===== config.mk =====
export PLATFORM = sky130hd
export DESIGN_NAME = pipe_hazard_ctrl
export DESIGN_NICKNAME = d
export VERILOG_FILES = /design/src/rtl/pipe_hazard_ctrl.sv
export SDC_FILE = /design/constraint.sdc
export NUM_CORES = 1
export LEC_CHECK = 0
export BUFFER_PORTS_ARGS = -buffer_cell sky130_fd_sc_hd__clkbuf_2
export CAP_MARGIN = 20
export CORE_AREA = 2 2 39 41
export DETAILED_ROUTE_END_ITERATION = 10
export DIE_AREA = 0 0 41 43
export GPL_ROUTABILITY_DRIVEN = 1
export PLACE_DENSITY = 0.65
export SLEW_MARGIN = 5
export SYNTH_ARGS = -nofsm -noshare
export SYNTH_HDL_FRONTEND = slang
export SYNTH_SLANG_ARGS = --single-unit

===== constraint.sdc =====
create_clock -name vclk -period 1.5
set_input_delay 0 -clock vclk [all_inputs]
set_output_delay 0 -clock vclk [all_outputs]
set_load 0.05 [all_outputs]

===== src/rtl/pipe_hazard_ctrl.sv =====
// pipe_hazard_ctrl: pipeline hazard / flush controller.
// Handles load-use stalls, EX redirects, trap flushes and (optionally) the
// stall sequence around a multicycle FPU op held in EX.
// Optional feature macro: FPU_MULTICYCLE_EN -- when undefined the FPU
// sequencer is absent and fpu_start/fpu_kill/fpu_timeout read as 0.
module pipe_hazard_ctrl #(
    parameter int FPU_TIMEOUT = 64
) (
    input  logic       clk,
    input  logic       rst,
    input  logic [4:0] rs1_ID,
    input  logic [4:0] rs2_ID,
    input  logic       rs1_float_ID,
    input  logic       rs2_float_ID,
    input  logic [4:0] rd_EX,
    input  logic       rd_float_EX,
    input  logic       load_EX,
    input  logic       redirect_EX,
    input  logic       trap_flush,
    input  logic       fpu_mc_EX,
    input  logic       fpu_done,
    output logic       pc_en,
    output logic       en_IF_ID,
    output logic       en_ID_EX,
    output logic       en_EX_MEM,
    output logic       flush_IF_ID,
    output logic       flush_ID_EX,
    output logic       flush_EX_MEM,
    output logic       fpu_start,
    output logic       fpu_kill,
    output logic       fpu_timeout
);

    // ------------------------------------------------------------------
    // Load-use detection. Integer x0 is hard-wired zero so it never
    // creates a dependency; float f0 is a real register and does.
    // ------------------------------------------------------------------
    logic w_rd_valid;
    logic w_rs1_hit;
    logic w_rs2_hit;
    logic w_load_use;

    assign w_rd_valid = rd_float_EX || (rd_EX != 5'd0);
    assign w_rs1_hit  = (rs1_ID == rd_EX) && (rs1_float_ID == rd_float_EX);
    assign w_rs2_hit  = (rs2_ID == rd_EX) && (rs2_float_ID == rd_float_EX);
    assign w_load_use = load_EX && w_rd_valid && (w_rs1_hit || w_rs2_hit);

    // Sequencer status seen by the output logic.
    logic w_in_idle;    // normal hazard handling allowed
    logic w_in_start;   // first cycle of an FPU op: launch pulse
    logic w_fpu_busy;   // START or WAIT: front end frozen

`ifdef FPU_MULTICYCLE_EN

    typedef enum logic [1:0] {
        S_IDLE  = 2'd0,
        S_START = 2'd1,
        S_WAIT  = 2'd2,
        S_DONE  = 2'd3
    } state_t;

    // Counter value on the last permitted WAIT cycle.
    localparam logic [7:0] CNT_LAST = 8'(FPU_TIMEOUT - 1);

    state_t     r_state;
    state_t     w_state_nxt;
    logic [7:0] r_cnt;
    logic [7:0] w_cnt_nxt;
    logic       r_timeout;
    logic       w_timeout_nxt;

    // State, wait counter and sticky timeout flag registers.
    always_ff @(posedge clk or negedge rst) begin
        if (!rst) begin
            r_state   <= S_IDLE;
            r_cnt     <= 8'd0;
            r_timeout <= 1'b0;
        end else begin
            r_state   <= w_state_nxt;
            r_cnt     <= w_cnt_nxt;
            r_timeout <= w_timeout_nxt;
        end
    end

    // Next-state: launch on a multicycle op, wait for done or timeout,
    // one DONE cycle for EX_MEM capture; a trap returns to IDLE from anywhere.
    always_comb begin
        w_state_nxt   = r_state;
        w_cnt_nxt     = r_cnt;
        w_timeout_nxt = r_timeout;
        case (r_state)
            S_IDLE: begin
                if (fpu_mc_EX && !redirect_EX)
                    w_state_nxt = S_START;
            end
            S_START: begin
                // Done is not possible yet; the FPU only just got the op.
                w_cnt_nxt   = 8'd0;
                w_state_nxt = S_WAIT;
            end
            S_WAIT: begin
                w_cnt_nxt = r_cnt + 8'd1;
                if (fpu_done) begin
                    w_state_nxt = S_DONE;
                end else if (r_cnt == CNT_LAST) begin
                    w_state_nxt   = S_DONE;
                    w_timeout_nxt = 1'b1;
                end
            end
            S_DONE: begin
                // fpu_mc_EX is still high for the finishing op; do not relaunch.
                w_state_nxt = S_IDLE;
            end
            default: w_state_nxt = S_IDLE;
        endcase
        if (trap_flush) begin
            w_state_nxt = S_IDLE;
            w_cnt_nxt   = 8'd0;
        end
    end

    assign w_in_idle   = (r_state == S_IDLE);
    assign w_in_start  = (r_state == S_START);
    assign w_fpu_busy  = (r_state == S_START) || (r_state == S_WAIT);
    assign fpu_timeout = r_timeout;

`else

    // No sequencer: the FPU handshake inputs are intentionally ignored.
    logic w_unused;
    assign w_unused    = fpu_mc_EX ^ fpu_done ^ (FPU_TIMEOUT == 0);

    assign w_in_idle   = 1'b1;
    assign w_in_start  = 1'b0;
    assign w_fpu_busy  = 1'b0;
    assign fpu_timeout = 1'b0;

`endif

    // Stage enables / flushes / FPU pulses by priority:
    // trap > FPU stall > redirect > load-use > normal; reset forces pass-through.
    always_comb begin
        pc_en        = 1'b1;
        en_IF_ID     = 1'b1;
        en_ID_EX     = 1'b1;
        en_EX_MEM    = 1'b1;
        flush_IF_ID  = 1'b0;
        flush_ID_EX  = 1'b0;
        flush_EX_MEM = 1'b0;
        fpu_start    = 1'b0;
        fpu_kill     = 1'b0;
        if (!rst) begin
            // Defaults already describe the reset view.
        end else if (trap_flush) begin
            flush_IF_ID  = 1'b1;
            flush_ID_EX  = 1'b1;
            flush_EX_MEM = 1'b1;
            fpu_kill     = w_fpu_busy;
        end else if (w_fpu_busy) begin
            // EX holds the op; bubbles go down into MEM meanwhile.
            pc_en        = 1'b0;
            en_IF_ID     = 1'b0;
            en_ID_EX     = 1'b0;
            flush_EX_MEM = 1'b1;
            fpu_start    = w_in_start;
        end else if (w_in_idle && redirect_EX) begin
            flush_IF_ID = 1'b1;
            flush_ID_EX = 1'b1;
        end else if (w_in_idle && w_load_use) begin
            // Hold IF/ID one cycle, push a bubble into EX.
            pc_en       = 1'b0;
            en_IF_ID    = 1'b0;
            flush_ID_EX = 1'b1;
        end
    end

endmodule


=== Word level (Yosys, flattened, before mapping) ===
Cells that the tools add are included.

* Equality and inequality tests: 4
* Mux-type cells: 13
* Reductions and logical operators: 7

{| class="wikitable"
|+ Operators with widths
! kind !! count
|-
| 1-bit 2-to-1 mux || 13
|-
| 5-bit equality test || 2
|-
| 5-bit nonzero test || 1
|-
| 1-bit logical AND || 4
|-
| 1-bit equality test || 2
|-
| 1-bit logical OR || 2
|}

* Register bits after elaboration: 0
* Input bits: 25
* Output and inout port bits: 10
* Word-level logic and storage cells: 24

=== Logic depth before layout (Yosys ltp) ===
* Word-level depth: 8
* Depth in mapped cells: 5
* Gate-level depth less buffers: 4

=== Least setup slack after synthesis ===
Ideal clock, no wire load.

* Path kind: input-to-output
* Start: in rd_EX[2]
* End: out pc_en
* Arrival time: 1.561 ns
* Slack: -0.061 ns
* Stages: 5
* Path through: xor2_1 -> nor4_2 -> a22oi_1 -> or4_1 -> buf_4

* Word-level cells in the longest chain between the ends: 8
* Elaborated cells on any way between the ends: 13
* Those cells by class: 2 x eq/ne; 4 x mux; 7 x reduce/logical

{| class="wikitable"
|+ RTL lines
! what !! line !! text
|-
| from (decl) || 15 || <nowiki>input logic [4:0] rd_EX,</nowiki>
|-
| 5-bit equality test, or another cell as far along || 44 || <nowiki>assign w_rs1_hit = (rs1_ID == rd_EX) && (rs1_float_ID == rd_float_EX);</nowiki>
|-
| 1-bit logical AND, or another cell as far along || 44 ||
|-
| 1-bit logical OR or 1-bit logical AND (tied branches) || 46 || <nowiki>assign w_load_use = load_EX && w_rd_valid && (w_rs1_hit || w_rs2_hit);</nowiki>
|-
| 1-bit logical AND * || 46 ||
|-
| 1-bit 2-to-1 mux * (4 in series) || -- ||
|-
| to (decl) || 22 || <nowiki>output logic pc_en,</nowiki>
|}

Mark *: on every way between the ends. The rest lies on a longest branch, timed or not.

=== Final worst setup path ===
* Start: in rd_EX[1]
* End: out pc_en

* Word-level cells in the longest chain between the ends: 8
* Elaborated cells on any way between the ends: 13
* Those cells by class: 2 x eq/ne; 4 x mux; 7 x reduce/logical

{| class="wikitable"
|+ RTL lines
! what !! line !! text
|-
| 5-bit equality test, or another cell as far along || 44 ||
|-
| 1-bit logical AND, or another cell as far along || 44 ||
|-
| 1-bit logical OR or 1-bit logical AND (tied branches) || 46 ||
|-
| 1-bit logical AND * || 46 ||
|-
| 1-bit 2-to-1 mux * || 169 || <nowiki>end else if (w_in_idle && w_load_use) begin</nowiki>
|-
| 1-bit 2-to-1 mux * || 166 || <nowiki>end else if (w_in_idle && redirect_EX) begin</nowiki>
|-
| 1-bit 2-to-1 mux * || 154 || <nowiki>end else if (trap_flush) begin</nowiki>
|-
| 1-bit 2-to-1 mux * || 152 || <nowiki>if (!rst) begin</nowiki>
|}

Marks and branches as above.

==> results by group <==
Floorplanning
  – Num rows: 14
  – Area of the die: 0.001763 mm^2
  – I/O Pins: 35
  – Die Ht: 43 um
  – Core area: 0.001384 mm^2
  – Die Width: 41 um
  – Starting Density: 0.1754

Synthesis
  – Mean Syn Cell Area: 7.830 um^2
  – Yosys top cell area share: 0.4330
  – Synth Cell Area: 242.7 um^2
  – Post-Synthesis Cells: 31
  – Post-synthesis cell type count: 11
  – Synth warnings: 0
  – Post-synth top area cell: xor2_1
  – Count leader, synth: xor2_1
  – Register area share after synthesis: 0
  – Top post-synthesis cells by count: xor2_1, buf_4
  – Ranking of synthesized cells by area: xor2_1, buf_4, nor4_2, or4_1, o311ai_1

Finish
  – Multi-input gate area: 217.7 um^2
  – Util after Layout: 0.2731
  – Layout Area Growth over Synthesis: 55.67%
  – # clk buffers: 0
  – # fillers: 151
  – Layout cells sized above 1: 0.5636
  – Sequential cell area: 0 um^2
  – Final net count: 82
  – N_diodes: 0
  – FFs & Latches: 0

Critical path
  – Worst setup path class: in -> out
  – Critical-path cell list: clkbuf_2, xor2_1, nor4_2, a22oi_2, or4_4, buf_4
  – Crit path buf inv count: 2
  – Largest stage delay, worst path: 0.49 ns
  – Worst path arrival time: 1.41 ns
  – Critical Path Fanout Max: 3
  – Crit start category: input port
  – Crit end category: primary output
  – Slowest CP cell: or4_4
  – Crit path max-delay family: simple AND/OR/NAND/NOR gates
  – Req. time, crit path: 1.50 ns

Global routing
  – Vias in the first global route: 252
  – Initial antenna violation count: 0
  – Congestion Overflow GR: 0
  – Largest net degree at the start of global routing: 4
  – First-pass GRT wire length: 993 um
  – All-Layer GR Usage: 0.07393

STA
  – Final period utilization: 0.9387
  – Max Slew Vio Count: 0
  – Setup-failing EPs final: 0
  – Achievable Freq: 710.2 MHz
  – Worst Slack Setup Final: 0.09193 ns
  – Hold Fails Final Rpt: 0
  – Tmin final: 1.408 ns

Min path
  – Min-delay src: redirect_EX
  – Hold Path Stages: 3
  – Hold Crit Class: in -> out
  – Hold endpoint: en_IF_ID

Placed design
  – PortBufs: 27
  – GPL Wtd Cong: 0.6540
  – Hpwl dp: 545.5 um
  – Dpl ws: 0.03980 ns

Clocking
  – Post-cts sizing count: 0
  – Cts hold-fix bufs: 0
  – Setup Buffers After CTS: 0

Detailed routing
  – Via count: 275
  – DR iter-0 viols: 0
  – Via density: 3.873
  – Drt first pass iters: 1
  – Antenna-violating nets left: 0
  – DRC Markers: 0
  – DRT Wirelength: 581 um
  – Drt wl/cell: 8.183 um

Status
  – Status: finished, final reports clean

Power
  – Peak VDD IR: 0.07611 mV
  – Power per Cell Area: 345.9 mW/mm^2
  – Leakage dissipation: 0.1972 nW

Job
  – Max-Cap Viols: 0
==> cells by family (layout without fill, tap and decap cells) <==
family,count (synthesis),in the layout,synth area share
AO/OA/AOI/OAI,4,4,0.1289
buffers and inverters,6,27,0.1856
XOR/XNOR,12,12,0.4330
other,2,5,0.03094
AND/OR/NAND/NOR,7,7,0.2216
==> metal layers <==
metal | track usage | vias up | part of all wire
li1 | - | 143 | -
met1 | 0.1044 | 110 | 0.39
met2 | 0.1281 | 22 | 0.46
met3 | 0 | 0 | 0.15
met4 | 0 | 0 | 0
met5 | 0 | - | 0
==> tightest hold or removal path, delay by kind of cell <==
kind / cells / cell delay (ns)
buffers and inverters: 2 / 0.27
and+or+nand+nor: 1 / 0.11
==> power by group <==
group / leakage [nW] / switching (mW) / internal [mW]
clock: 0 / 0 / 0
combinational: 0.197 / 0.0853 / 0.0454
sequential: 0 / 0 / 0
==> cell usage in the layout (no fill, tap or decap), drive strengths merged <==
master  synthesis  final
clkbuf          0     25
xor2           12     12
conb            2      5
nor2            2      2
nor4            2      2
buf             6      2
or4             2      2
and2            1      1
a22oi           1      1
o311ai          1      1
o21a            1      1
o21bai          1      1
==> stage by stage <==
step	std cells	power, mW	area [um^2]	hold slack (ns)	setup TNS [ns]
floorplan	34	0.09256	257.7	0.1968	0
global placement	71	0.1287	367.9	0.4409	0
detailed placement	71	0.1296	367.9	0.4415	0
CTS	71	0.1301	367.9	0.4433	0
global route	71	0.1428	377.9	0.4099	-0.04602
finish	71	0.1307	377.9	0.3856	0
==> cell type report <==
type / instances / area share
multi-input combinational: 28 / 0.5762
timing repair buffer: 27 / 0.3709
tap: 16 / 0.05298
==> worst max-delay path by stage <==
stage | startpoint | endpoint | cells after the start
global placement | rd_EX[2] | en_IF_ID | 6
floorplan | rd_EX[2] | pc_en | 5
CTS | rd_EX[2] | pc_en | 6
global route | rd_EX[1] | pc_en | 6
detailed placement | rd_EX[2] | pc_en | 6
finish | rd_EX[1] | pc_en | 6
Note: power is estimated with default switching activity, not from simulation.
